## config.mk

```make
export PLATFORM = sky130hd
export DESIGN_NAME = lsu_mem_port_flat
export DESIGN_NICKNAME = d
export VERILOG_FILES = /design/src/rtl/lsu_mem_port_if.sv /design/src/rtl/lsu_mem_port.sv /design/src/flat_wrapper.sv
export SDC_FILE = /design/constraint.sdc
export NUM_CORES = 1
export LEC_CHECK = 0
export ABC_AREA = 1
export CORE_MARGIN = 2
export CORE_UTILIZATION = 50
export CTS_CLUSTER_SIZE = 16
export DETAILED_ROUTE_END_ITERATION = 8
export DONT_BUFFER_PORTS = 1
export GPL_TIMING_DRIVEN = 1
export HOLD_SLACK_MARGIN = 0.15
export SYNTH_ARGS = -nofsm -noshare
export SYNTH_HDL_FRONTEND = slang
export SYNTH_SLANG_ARGS = --single-unit
```

## constraint.sdc

```tcl
create_clock -name clk -period 12.3 [get_ports clk]
set_input_delay 3.075 -clock clk [delete_from_list [all_inputs] [get_ports clk]]
set_output_delay 3.075 -clock clk [all_outputs]
set_load 0.005 [all_outputs]
```

## src/rtl/lsu_mem_port_if.sv

```systemverilog
`default_nettype none
// +----------------------------------------------------------------------+
// | lsu_mem_port_if : request/response and data-memory bus of the LSU    |
// | Rev 1.0                                                              |
// +----------------------------------------------------------------------+
interface lsu_mem_port_if #(
   parameter int ADDR_WIDTH = 32
);
   logic                  req_valid;
   logic                  req_ready;
   logic [3:0]            req_op;
   logic [ADDR_WIDTH-1:0] req_addr;
   logic [31:0]           req_wdata;
   logic [4:0]            req_rd;
   logic                  resp_valid;
   logic [31:0]           resp_data;
   logic [4:0]            resp_rd;
   logic                  exc_misalign;
   logic [ADDR_WIDTH-1:0] mem_addr;
   logic [31:0]           mem_data;
   logic                  mem_we;
   logic [31:0]           mem_rdata;

   // master: execute stage plus data memory; slave: the load/store unit
   modport master (
      output req_valid, req_op, req_addr, req_wdata, req_rd, mem_rdata,
      input  req_ready, resp_valid, resp_data, resp_rd, exc_misalign,
             mem_addr, mem_data, mem_we
   );

   modport slave (
      input  req_valid, req_op, req_addr, req_wdata, req_rd, mem_rdata,
      output req_ready, resp_valid, resp_data, resp_rd, exc_misalign,
             mem_addr, mem_data, mem_we
   );
endinterface
`default_nettype wire

```

## src/rtl/lsu_mem_port.sv

```systemverilog
`default_nettype none
// +----------------------------------------------------------------------+
// | lsu_mem_port : load/store initiator to a word-addressed data memory  |
// | Optional macro LSU_MISALIGN_EXC_EN: trap misaligned accesses.        |
// | Rev 1.0                                                              |
// +----------------------------------------------------------------------+
module lsu_mem_port #(
   parameter int ADDR_WIDTH = 32
) (
   input  wire logic      clk,
   input  wire logic      rst,
   lsu_mem_port_if.slave  bus
);

   localparam logic [3:0] OP_LB  = 4'd0;
   localparam logic [3:0] OP_LBU = 4'd1;
   localparam logic [3:0] OP_LH  = 4'd2;
   localparam logic [3:0] OP_LHU = 4'd3;
   localparam logic [3:0] OP_LW  = 4'd4;
   localparam logic [3:0] OP_SB  = 4'd5;
   localparam logic [3:0] OP_SH  = 4'd6;
   localparam logic [3:0] OP_SW  = 4'd7;

   typedef enum logic [2:0] {
      IDLE   = 3'd0,
      LOAD   = 3'd1,
      STORE  = 3'd2,
      RMW_RD = 3'd3,
      RMW_WR = 3'd4
   } state_t;

   state_t                state_q, state_d;
   logic [3:0]            op_q;
   logic [ADDR_WIDTH-1:0] addr_q;
   logic [31:0]           wdata_q;
   logic [4:0]            rd_q;
   logic [31:0]           merge_q, merge_d;
   logic                  resp_valid_q;
   logic [31:0]           resp_data_q;
   logic [4:0]            resp_rd_q;
   logic                  accept;
   logic                  trap;
   logic [ADDR_WIDTH-1:0] addr_in;
   logic [31:0]           byte_shift, half_shift, load_ext;

   assign bus.req_ready = (state_q == IDLE) && !rst;
   assign accept        = bus.req_valid && bus.req_ready;

`ifdef LSU_MISALIGN_EXC_EN
   logic misalign;
   logic exc_q;

   always_comb begin
      misalign = 1'b0;
      case (bus.req_op)
         OP_LH, OP_LHU, OP_SH: misalign = bus.req_addr[0];
         OP_LW, OP_SW:         misalign = |bus.req_addr[1:0];
         default:              misalign = 1'b0;
      endcase
   end

   assign trap    = misalign;
   assign addr_in = bus.req_addr;

   always_ff @(posedge clk or posedge rst) begin
      if (rst) exc_q <= 1'b0;
      else     exc_q <= accept && misalign;
   end
   assign bus.exc_misalign = exc_q;
`else
   // Misaligned accesses are silently rounded down to the access size.
   always_comb begin
      addr_in = bus.req_addr;
      case (bus.req_op)
         OP_LH, OP_LHU, OP_SH: addr_in[0]   = 1'b0;
         OP_LW, OP_SW:         addr_in[1:0] = 2'b00;
         default:              addr_in      = bus.req_addr;
      endcase
   end

   assign trap             = 1'b0;
   assign bus.exc_misalign = 1'b0;
`endif

   always_ff @(posedge clk or posedge rst) begin
      if (rst) state_q <= IDLE;
      else     state_q <= state_d;
   end

   always_comb begin
      state_d = state_q;
      case (state_q)
         IDLE: begin
            if (accept && !trap) begin
               case (bus.req_op)
                  OP_LB, OP_LBU, OP_LH, OP_LHU, OP_LW: state_d = LOAD;
                  OP_SW:                               state_d = STORE;
                  OP_SB, OP_SH:                        state_d = RMW_RD;
                  default:                             state_d = IDLE;
               endcase
            end
         end
         LOAD:    state_d = IDLE;
         STORE:   state_d = IDLE;
         RMW_RD:  state_d = RMW_WR;
         RMW_WR:  state_d = IDLE;
         default: state_d = IDLE;
      endcase
   end

   // Write strobe and data come from state alone so request inputs never glitch the bus.
   assign bus.mem_we   = (state_q == STORE) || (state_q == RMW_WR);
   assign bus.mem_data = (state_q == STORE)  ? wdata_q :
                         (state_q == RMW_WR) ? merge_q : 32'd0;
   assign bus.mem_addr = addr_q;

   assign byte_shift = bus.mem_rdata >> {addr_q[1:0], 3'b000};
   assign half_shift = bus.mem_rdata >> {addr_q[1], 4'b0000};

   always_comb begin
      load_ext = bus.mem_rdata;
      case (op_q)
         OP_LB:   load_ext = {{24{byte_shift[7]}}, byte_shift[7:0]};
         OP_LBU:  load_ext = {24'd0, byte_shift[7:0]};
         OP_LH:   load_ext = {{16{half_shift[15]}}, half_shift[15:0]};
         OP_LHU:  load_ext = {16'd0, half_shift[15:0]};
         default: load_ext = bus.mem_rdata;
      endcase
   end

   always_comb begin
      merge_d = bus.mem_rdata;
      if (op_q == OP_SB) merge_d[{addr_q[1:0], 3'b000} +: 8]  = wdata_q[7:0];
      else               merge_d[{addr_q[1], 4'b0000} +: 16] = wdata_q[15:0];
   end

   always_ff @(posedge clk or posedge rst) begin
      if (rst) begin
         op_q         <= 4'd0;
         addr_q       <= '0;
         wdata_q      <= 32'd0;
         rd_q         <= 5'd0;
         merge_q      <= 32'd0;
         resp_valid_q <= 1'b0;
         resp_data_q  <= 32'd0;
         resp_rd_q    <= 5'd0;
      end else begin
         resp_valid_q <= (state_q == LOAD);
         if (accept) begin
            op_q    <= bus.req_op;
            addr_q  <= addr_in;
            wdata_q <= bus.req_wdata;
            rd_q    <= bus.req_rd;
         end
         if (state_q == LOAD) begin
            resp_data_q <= load_ext;
            resp_rd_q   <= rd_q;
         end
         if (state_q == RMW_RD) merge_q <= merge_d;
      end
   end

   assign bus.resp_valid = resp_valid_q;
   assign bus.resp_data  = resp_data_q;
   assign bus.resp_rd    = resp_rd_q;

endmodule
`default_nettype wire

```

## src/flat_wrapper.sv

```systemverilog
// flat-port wrapper written by rule: the top's interface ports become plain ports
module lsu_mem_port_flat 
#(
   parameter int ADDR_WIDTH = 32
)
  (clk, rst, bus_req_valid, bus_req_op, bus_req_addr, bus_req_wdata, bus_req_rd, bus_mem_rdata, bus_req_ready, bus_resp_valid, bus_resp_data, bus_resp_rd, bus_exc_misalign, bus_mem_addr, bus_mem_data, bus_mem_we);
  lsu_mem_port_if #(.ADDR_WIDTH(ADDR_WIDTH)) bus_i ();
  input  wire logic clk;
  input  wire logic rst;
  input wire logic [$bits(bus_i.req_valid)-1:0] bus_req_valid;
  input wire logic [$bits(bus_i.req_op)-1:0] bus_req_op;
  input wire logic [$bits(bus_i.req_addr)-1:0] bus_req_addr;
  input wire logic [$bits(bus_i.req_wdata)-1:0] bus_req_wdata;
  input wire logic [$bits(bus_i.req_rd)-1:0] bus_req_rd;
  input wire logic [$bits(bus_i.mem_rdata)-1:0] bus_mem_rdata;
  output wire logic [$bits(bus_i.req_ready)-1:0] bus_req_ready;
  output wire logic [$bits(bus_i.resp_valid)-1:0] bus_resp_valid;
  output wire logic [$bits(bus_i.resp_data)-1:0] bus_resp_data;
  output wire logic [$bits(bus_i.resp_rd)-1:0] bus_resp_rd;
  output wire logic [$bits(bus_i.exc_misalign)-1:0] bus_exc_misalign;
  output wire logic [$bits(bus_i.mem_addr)-1:0] bus_mem_addr;
  output wire logic [$bits(bus_i.mem_data)-1:0] bus_mem_data;
  output wire logic [$bits(bus_i.mem_we)-1:0] bus_mem_we;
  assign bus_i.req_valid = bus_req_valid;
  assign bus_i.req_op = bus_req_op;
  assign bus_i.req_addr = bus_req_addr;
  assign bus_i.req_wdata = bus_req_wdata;
  assign bus_i.req_rd = bus_req_rd;
  assign bus_i.mem_rdata = bus_mem_rdata;
  assign bus_req_ready = bus_i.req_ready;
  assign bus_resp_valid = bus_i.resp_valid;
  assign bus_resp_data = bus_i.resp_data;
  assign bus_resp_rd = bus_i.resp_rd;
  assign bus_exc_misalign = bus_i.exc_misalign;
  assign bus_mem_addr = bus_i.mem_addr;
  assign bus_mem_data = bus_i.mem_data;
  assign bus_mem_we = bus_i.mem_we;
  lsu_mem_port #(.ADDR_WIDTH(ADDR_WIDTH)) u_core (.clk(clk), .rst(rst), .bus(bus_i));
endmodule
```

* After elaboration in Yosys (flattened, before gate mapping)
Memory sizes are Yosys's and may differ from the RTL's.
Cells that the tools add are included.
** Word-level totals
- Bits in read-only memories :: 16
- Output and inout port bits :: 105
- Logic and storage cells :: 51
- Flip-flop bits (word level) :: 146
- Memories :: 1
** Memory list
- (no name shown) :: depth 8, width 2, read ports 1, clocked after memory_dff 0, wr ports 0, line lsu_mem_port.sv:95 : case (bus.req_op)
** Cells by class
- Add/subtract/negate cells :: 2
- Shift operators :: 6
- Equal/unequal tests :: 14
- Reductions and logical operators :: 8
- Muxes and demuxes :: 11
** Operators with widths (number)
- case mux 32 bit (4 select lines) :: 1
- two-way mux 32 bit :: 3
- bitwise mux 32 bit :: 2
- variable shift 16 x 7 -> 32 bit, first input constant :: 1
- variable shift 8 x 7 -> 32 bit, first input constant :: 1
- variable part select 16 x 7 -> 32 bit :: 1
- variable part select 8 x 7 -> 32 bit :: 1
- right shift 32 x 5 -> 16 bit :: 1
- right shift 32 x 5 -> 8 bit :: 1
- == test 4 x 2 -> 1 bit, second input constant :: 4
- == test 4 x 3 -> 1 bit, second input constant :: 4
- negation 5 -> 7 bit :: 2
- == test 3 x 2 -> 1 bit, second input constant :: 2
- two-way mux 3 bit :: 2
- case mux 3 bit (2 select lines) :: 1
- OR reduction 5 bit :: 1
- == test 4 x 1 -> 1 bit, second input constant :: 1
- zero test 4 bit :: 1
- == test 3 x 1 -> 1 bit, second input constant :: 1
- == test 3 bit, second input constant :: 1
- zero test 3 bit :: 1
- logical AND 1 bit :: 2
- two-way mux 1 bit :: 2
- != test 2 x 1 -> 1 bit, second input constant :: 1
- 3 further kinds :: 3

* Depth between registers and ports, before layout
Gate-level depths: netlist of the first run.
- Depth after elaboration :: 5
- Depth in mapped cells :: 12
- Depth with buffers taken out :: 9

* Least setup slack after synthesis of the first run
OpenSTA, ideal clock, no wires.
- Path type :: in2out
- Start :: input rst
- End :: output bus_req_ready
- Cell stages on the path :: 1
- Arrival :: 3.192 ns
- Path buffers :: 0
- Data required time :: 9.225 ns
- Setup slack :: 6.033 ns
- Cell sequence :: nor2_4
** Between the ends
- Word-level cells in the longest chain between the ends :: 2
** Ends and longest elaborated chain
- from (decl) :: line flat_wrapper.sv:9 : input wire logic rst;
- zero test 1 bit :: line lsu_mem_port.sv:46 : assign bus.req_ready = (state_q == IDLE) && !rst;
- logical AND 1 bit :: line lsu_mem_port.sv:46
- to (decl) :: line flat_wrapper.sv:16 : output wire logic [$bits(bus_i.req_ready)-1:0] bus_req_ready;
Every way passes these cells.

* Worst setup path after layout of the first run
Same ends and word-level chain as after synthesis.

==> impl_metrics.yaml, run 1 <==
detailed_routing:
  wl_um: 22500
  drt_iter0_drc: 613
  ant_nets: 0
  vias: 6880
  drc: 0
  viasPerCell: 5.40
  wl_per_cell_um: 17.6
  drtPass1Iterations: 5
sta:
  setup_viol: 0
  worst_pin_slew_ns: 1.20
  rsz0062_at_grt: "false"
  holdWs_ns: 0.481
  max_clock_freq_mhz: 159
  finClkSkew_ns: 0.0113
  relSlewSlack: 0.199
  finalHoldViolations: 0
  period_share: 0.510
  slew_viol_final: 0
  fin_setup_tns_ns: 0
  min_period_ns: 6.27
die:
  dieArea_um2: 16700
  rows: 45
  die_w_um: 129
  coreArea_um2: 15300
  start_util: 0.514
  io_pins: 213
  die-height_um: 129
power_and_ir_drop:
  report.power.total_mw: 1.40
  powerDensity_nw_per_um2: 166
  leakage_nw: 4.02
  vdd_drop_max_v: 0.0000944
cts:
  post_cts_resized: 0
  cts.sinks: 146
  clock_latency_ns: 0.42
  cts.htree.levels: 4
  hold_buffers: 0
  post_cts_buffers: 0
  cts_buffers: 17
  cts_tree: "done"
  clock-root-buffer: "clkbuf_16"
  cts.clk_slew.worst_paths_ns: 0.06
  clk_path_buf_depth: 2
yosys:
  syn_area_um2: 7840
  netlist_instances: 1091
  yosysTopAreaCell: "dfrtp_1"
  synthesis.nets: 1204
  synth_top_flop_cell: "dfrtp_1"
  synth_top_cell_area_share: 0.466
  yosysUniqueCellTypes: 30
  synth.area.top_cells: "dfrtp_1 47%, nand2_1 17%, o21ai_0 10%"
  ys_ff_latch: 146
  synth_edf_count: 0
  ys_warn_count: 0
  yosysSeqAreaShare: 0.466
  synth_common_cells: "350 x nand2_1, 157 x o21ai_0, 146 x dfrtp_1"
  yosysMostFrequentCell: "nand2_1"
  synthArstFlopShare: 1.00
  avgSynthCellArea_um2: 7.18
worst_setup_path:
  max_stage_delay_ns: 0.12
  rrSetupSlack_ns: 9.18
  required_ns: 9.22
  r2r_end: "u_core.wdata_q[10]"
  crit_path_end_kind: "output port"
  r2r_cells: 8
  arrival_ns: 3.20
  path_delay_family: "simple AND/OR/NAND/NOR gates"
  critical_path_depth: 1
  cp_slowest_cell: "nor2_4"
  critPathBufInv: 0
  crit_chain: "nor2_4"
  r2r_start: "u_core.state_q[1]"
  start_kind: "primary input"
  worstSetupPathType: "in -> out"
  crit_path_max_fanout: 2
hold_path:
  hold_path_end: "u_core.merge_q[16]"
  min_path_cells: 2
  hold_path_class: "reg -> reg"
  min_from: "u_core.merge_q[16]"
final_layout:
  fin_cells: 1274
  finalNetCount: 1164
  drive_gt1_frac: 0.0555
  area_growth_pct: 7.60
  n_antenna_cell: 0
global_routing:
  grt_overflow: 0
  grt_max_degree: 85
  gr-usage-all-layers: 0.270
  antenna_found_initial: 0
  grt_pass1_vias: 6182
  grt_pass1_wl_um: 34500
placed_design:
  numPlacedInstances: 1243
  io_buffer_count: 0
  hpwl_um: 15600
  gp_congestion: 0.905
outcome:
  run_status: "complete, no violations"
flow_run:
  cap_violations: 0
[final cells by class]
cell class | count | area, um^2
flip-flops and latches | 146 | 3650
clock buffers | 19 | 443
inverters | 104 | 397
well taps | 211 | 264
repair buffers | 9 | 67.6
multi-input cells | 773 | 3450
clock inverters | 12 | 155
fillers | 1475 | 6830
[state kept, by name, indices dropped and copies added, names as in the netlist]
register               cells
u_core.rd_q                5
u_core.bus.resp_valid      1
u_core.merge_q            32
u_core.bus.mem_addr       32
u_core.bus.resp_rd         5
u_core.op_q                4
u_core.wdata_q            32
u_core.state_q             3
u_core.bus.resp_data      32
[worst register-to-register path: cells and delay by family, from the launching register on]
family | cells | cell delay (ns)
AND/OR/NAND/NOR | 5 | 1.46
buffers and inverters | 2 | 1.04
flip-flops | 1 | 0.43
AO/OA/AOI/OAI | 1 | 0.12
[worst max path at each step]
stage / start / to / slack [ns]
floorplan: rst / u_core.bus.mem_addr[0] / 5.30
CTS: rst / bus_req_ready / 6.03
detailed placement: rst / bus_req_ready / 6.03
finish: rst / bus_req_ready / 6.03
global placement: rst / bus_req_ready / 6.03
global route: rst / bus_req_ready / 6.02
[layout by cell type (no fill, tap or decap)]
| cell type | n |
|---|---|
| a21oi_1 | 57 |
| buf_4 | 9 |
| bufinv_16 | 3 |
| clkbuf_1 | 1 |
| clkbuf_16 | 17 |
| clkbuf_8 | 1 |
| clkinv_1 | 1 |
| clkinv_2 | 4 |
| clkinv_4 | 1 |
| clkinvlp_4 | 2 |
| conb_1 | 1 |
| dfrtp_1 | 145 |
| dfrtp_2 | 1 |
| ha_1 | 5 |
| inv_1 | 99 |
| inv_2 | 2 |
| inv_6 | 4 |
| nand2_1 | 350 |
| nand2_4 | 1 |
| nand3_1 | 70 |
| nand4_1 | 1 |
| nor2_1 | 60 |
| nor2_2 | 1 |
| nor2_4 | 2 |
| nor3_1 | 11 |
| nor3_2 | 1 |
| o21a_1 | 1 |
| o21ai_0 | 157 |
| o21ai_1 | 34 |
| o21bai_1 | 1 |
| o221ai_1 | 1 |
| o22ai_1 | 3 |
| or2_1 | 6 |
| or2_2 | 10 |
[kinds of logic (layout without fill, tap and decap cells)]
family	count (synthesis)	count (layout)	synth area share
simple gates	513	513	0.268
other cells	1	1	0.000479
buf+inv	172	144	0.0934
flops	146	146	0.466
fa+ha+maj	5	5	0.00798
compound gates	254	254	0.164
[per-layer routing]
metal  track usage  wire length, um  up-vias
li1              -                -     3405
met1         0.370             9920     3175
met2         0.407            10200      280
met3        0.0904             1960       20
met4        0.0850              362        0
met5             0                0        -
[power by group]
part | switching (mW) | internal (mW) | leakage, nW | total [mW]
Combinational | 0.164 | 0.0776 | 2.03 | 0.241
Clock | 0.208 | 0.324 | 0.290 | 0.532
Sequential | 0.0594 | 0.569 | 1.70 | 0.628
Total | 0.431 | 0.970 | 4.02 | 1.40
[stage by stage]
| stage | util | cell area [um^2] | worst slack, ns |
|---|---|---|---|
| after floorplan | - | 7840 | 5.30 |
| after global placement | 0.513 | 7830 | 6.03 |
| after detailed placement | 0.513 | 7830 | 6.03 |
| after CTS | 0.553 | 8430 | 6.03 |
| after global routing | 0.553 | 8430 | 6.02 |
| final | 0.553 | 8430 | 6.03 |
No activity file was read; power rests on OpenSTA's default activity.
==> run 2: changes to the inputs <==
==> constraint.sdc (replaced) <==
create_clock -name clk -period 6.2 [get_ports clk]
set_input_delay 1.55 -clock clk [delete_from_list [all_inputs] [get_ports clk]]
set_output_delay 1.55 -clock clk [all_outputs]
set_load 0.005 [all_outputs]
==> run 2 against run 1 <==
Net effect:
- via count up 0.12%
- cell count unchanged
- combinational power grew 100%
- sequential share of layout area shrank 0.058 points
- worst hold slack improved by 0.0021 ns
- register-to-register slack lost 6.2 ns
- power increased by 99%
- setup slack worse by 3.6 ns
- core utilization is 0.074 points higher
- critical endpoint is now bus_mem_data[15]
- final area rose by 0.13%
- clock-buffer cell count unchanged
- flip-flop and latch count unchanged
==> impl_metrics.yaml, run 2 (synthesized netlist as in run 1, its figures left out) <==
cts:
  cts_tree: "done"
  cts_buffers: 17
  cts.htree.levels: 4
  post_cts_resized: 0
  clock-root-buffer: "clkbuf_16"
  cts.clk_slew.worst_paths_ns: 0.06
  hold_buffers: 0
  cts.sinks: 146
  clk_path_buf_depth: 2
  post_cts_buffers: 0
  clock_latency_ns: 0.43
worst_setup_path:
  r2r_cells: 8
  start_kind: "flip-flop"
  r2r_end: "u_core.wdata_q[15]"
  crit_chain: "inv_1 -> nand3_1 -> o21ai_0"
  max_stage_delay_ns: 0.73
  rrSetupSlack_ns: 3.03
  required_ns: 4.65
  worstSetupPathType: "reg -> out"
  critPathBufInv: 1
  crit_path_max_fanout: 33
  arrival_ns: 2.27
  path_delay_family: "simple AND/OR/NAND/NOR gates"
  crit_path_end_kind: "output port"
  r2r_start: "u_core.state_q[1]"
  cp_slowest_cell: "nand3_1"
hold_path:
  hold_path_class: "reg -> reg"
  min_from: "u_core.merge_q[17]"
  min_path_cells: 2
  hold_path_end: "u_core.merge_q[17]"
final_layout:
  finalNetCount: 1164
  n_antenna_cell: 0
  drive_gt1_frac: 0.0564
  mostFrequentLayoutCells: "350 x nand2_1, 157 x o21ai_0, 145 x dfrtp_1"
  mostFrequentLayoutCell: "nand2_1"
  fin_util: 0.553
  fillers: 1503
  area_growth_pct: 7.74
detailed_routing:
  viasPerCell: 5.41
  vias: 6888
  wl_per_cell_um: 17.8
  drt_iter0_drc: 635
  wl_um: 22700
  drtPass1Iterations: 5
  drc: 0
  ant_nets: 0
power_and_ir_drop:
  vdd_drop_max_v: 0.000205
  powerDensity_nw_per_um2: 331
  leakage_nw: 4.03
die:
  io_pins: 213
  die_w_um: 129
  dieArea_um2: 16700
  coreArea_um2: 15300
  start_util: 0.514
  rows: 45
  die-height_um: 129
sta:
  worst_pin_slew_ns: 1.09
  fin_ws_ns: 2.38
  max_clock_freq_mhz: 262
  min_period_ns: 3.82
  relSlewSlack: 0.273
  finalHoldViolations: 0
  setup_viol: 0
  period_share: 0.616
  finClkSkew_ns: 0.0105
  rsz0062_at_grt: "false"
  slew_viol_final: 0
  fin_setup_tns_ns: 0
global_routing:
  grt_pass1_vias: 6310
  gr-usage-all-layers: 0.274
  grt_pass1_wl_um: 34900
  antenna_found_initial: 0
  grt_max_degree: 104
  grt_overflow: 0
placed_design:
  dp_slack_ns: 2.69
  io_buffer_count: 0
  gp_congestion: 0.911
  hpwl_um: 15800
outcome:
  run_status: "complete, no violations"
flow_run:
  cap_violations: 0
-- run 2: changes by cell type in the layout (fill, tap and decap cells not counted) --
cell / previous run / this run
clkinv_4: 1 / 3
clkbuf_1: 1 / 0
clkbuf_8: 1 / 2
clkinvlp_4: 2 / 1
inv_6: 4 / 3
-- run 2: where the power goes --
group	switching [mW]	internal (mW)
Combinational	0.328	0.154
Sequential	0.117	1.13
Clock	0.411	0.653
-- run 2: cell type report --
cell class	instances	area [um^2]	share of cell area
clock buffer	19	453	0.0536
clock inverter	12	156	0.0185
inverter	104	397	0.0470
multi-input combinational	773	3450	0.409
sequential	146	3650	0.433
tap	211	264	0.0313
timing repair buffer	9	67.6	0.00800
-- run 2: stage by stage --
| step | total power [mW] | hold slack, ns | instance area, um^2 | std cells |
|---|---|---|---|---|
| after global placement | 1.73 | 0.464 | 7830 | 1243 |
| after CTS | 2.81 | 0.483 | 8440 | 1274 |
| after global routing | 2.95 | 0.489 | 8440 | 1274 |
| final | 2.79 | 0.483 | 8440 | 1274 |
| after detailed placement | 1.74 | 0.468 | 7830 | 1243 |
| after floorplan | 1.62 | 0.449 | 7840 | 1091 |
-- run 2: how the worst max path moves through the flow --
| stage | from | end | slack (ns) | cells after the start |
|---|---|---|---|---|
| CTS | u_core.state_q[0] | bus_mem_data[2] | 2.34 | 3 |
| global route | u_core.state_q[0] | bus_mem_data[15] | 2.14 | 3 |
| finish | u_core.state_q[0] | bus_mem_data[15] | 2.38 | 3 |
| global placement | rst | u_core.rd_q[3] | 2.73 | 6 |
| detailed placement | rst | u_core.wdata_q[11] | 2.69 | 6 |
| floorplan | rst | u_core.bus.mem_addr[0] | 0.73 | 1 |
-- run 2: routing by layer --
metal / vias up / part of all wire / track usage / routed length (um)
li1: 3392 / - / - / -
met1: 3166 / 0.43 / 0.374 / 9850
met2: 289 / 0.45 / 0.412 / 10300
met3: 41 / 0.085 / 0.0751 / 1930
met4: 0 / 0.028 / 0.116 / 646
met5: - / 0 / 0 / 0
-- run 2: tightest hold or removal path, stage by stage (launching register included) --
cell and delay [ns]:
dfrtp_1 0.34, nand2_1 0.05, nand2_1 0.05
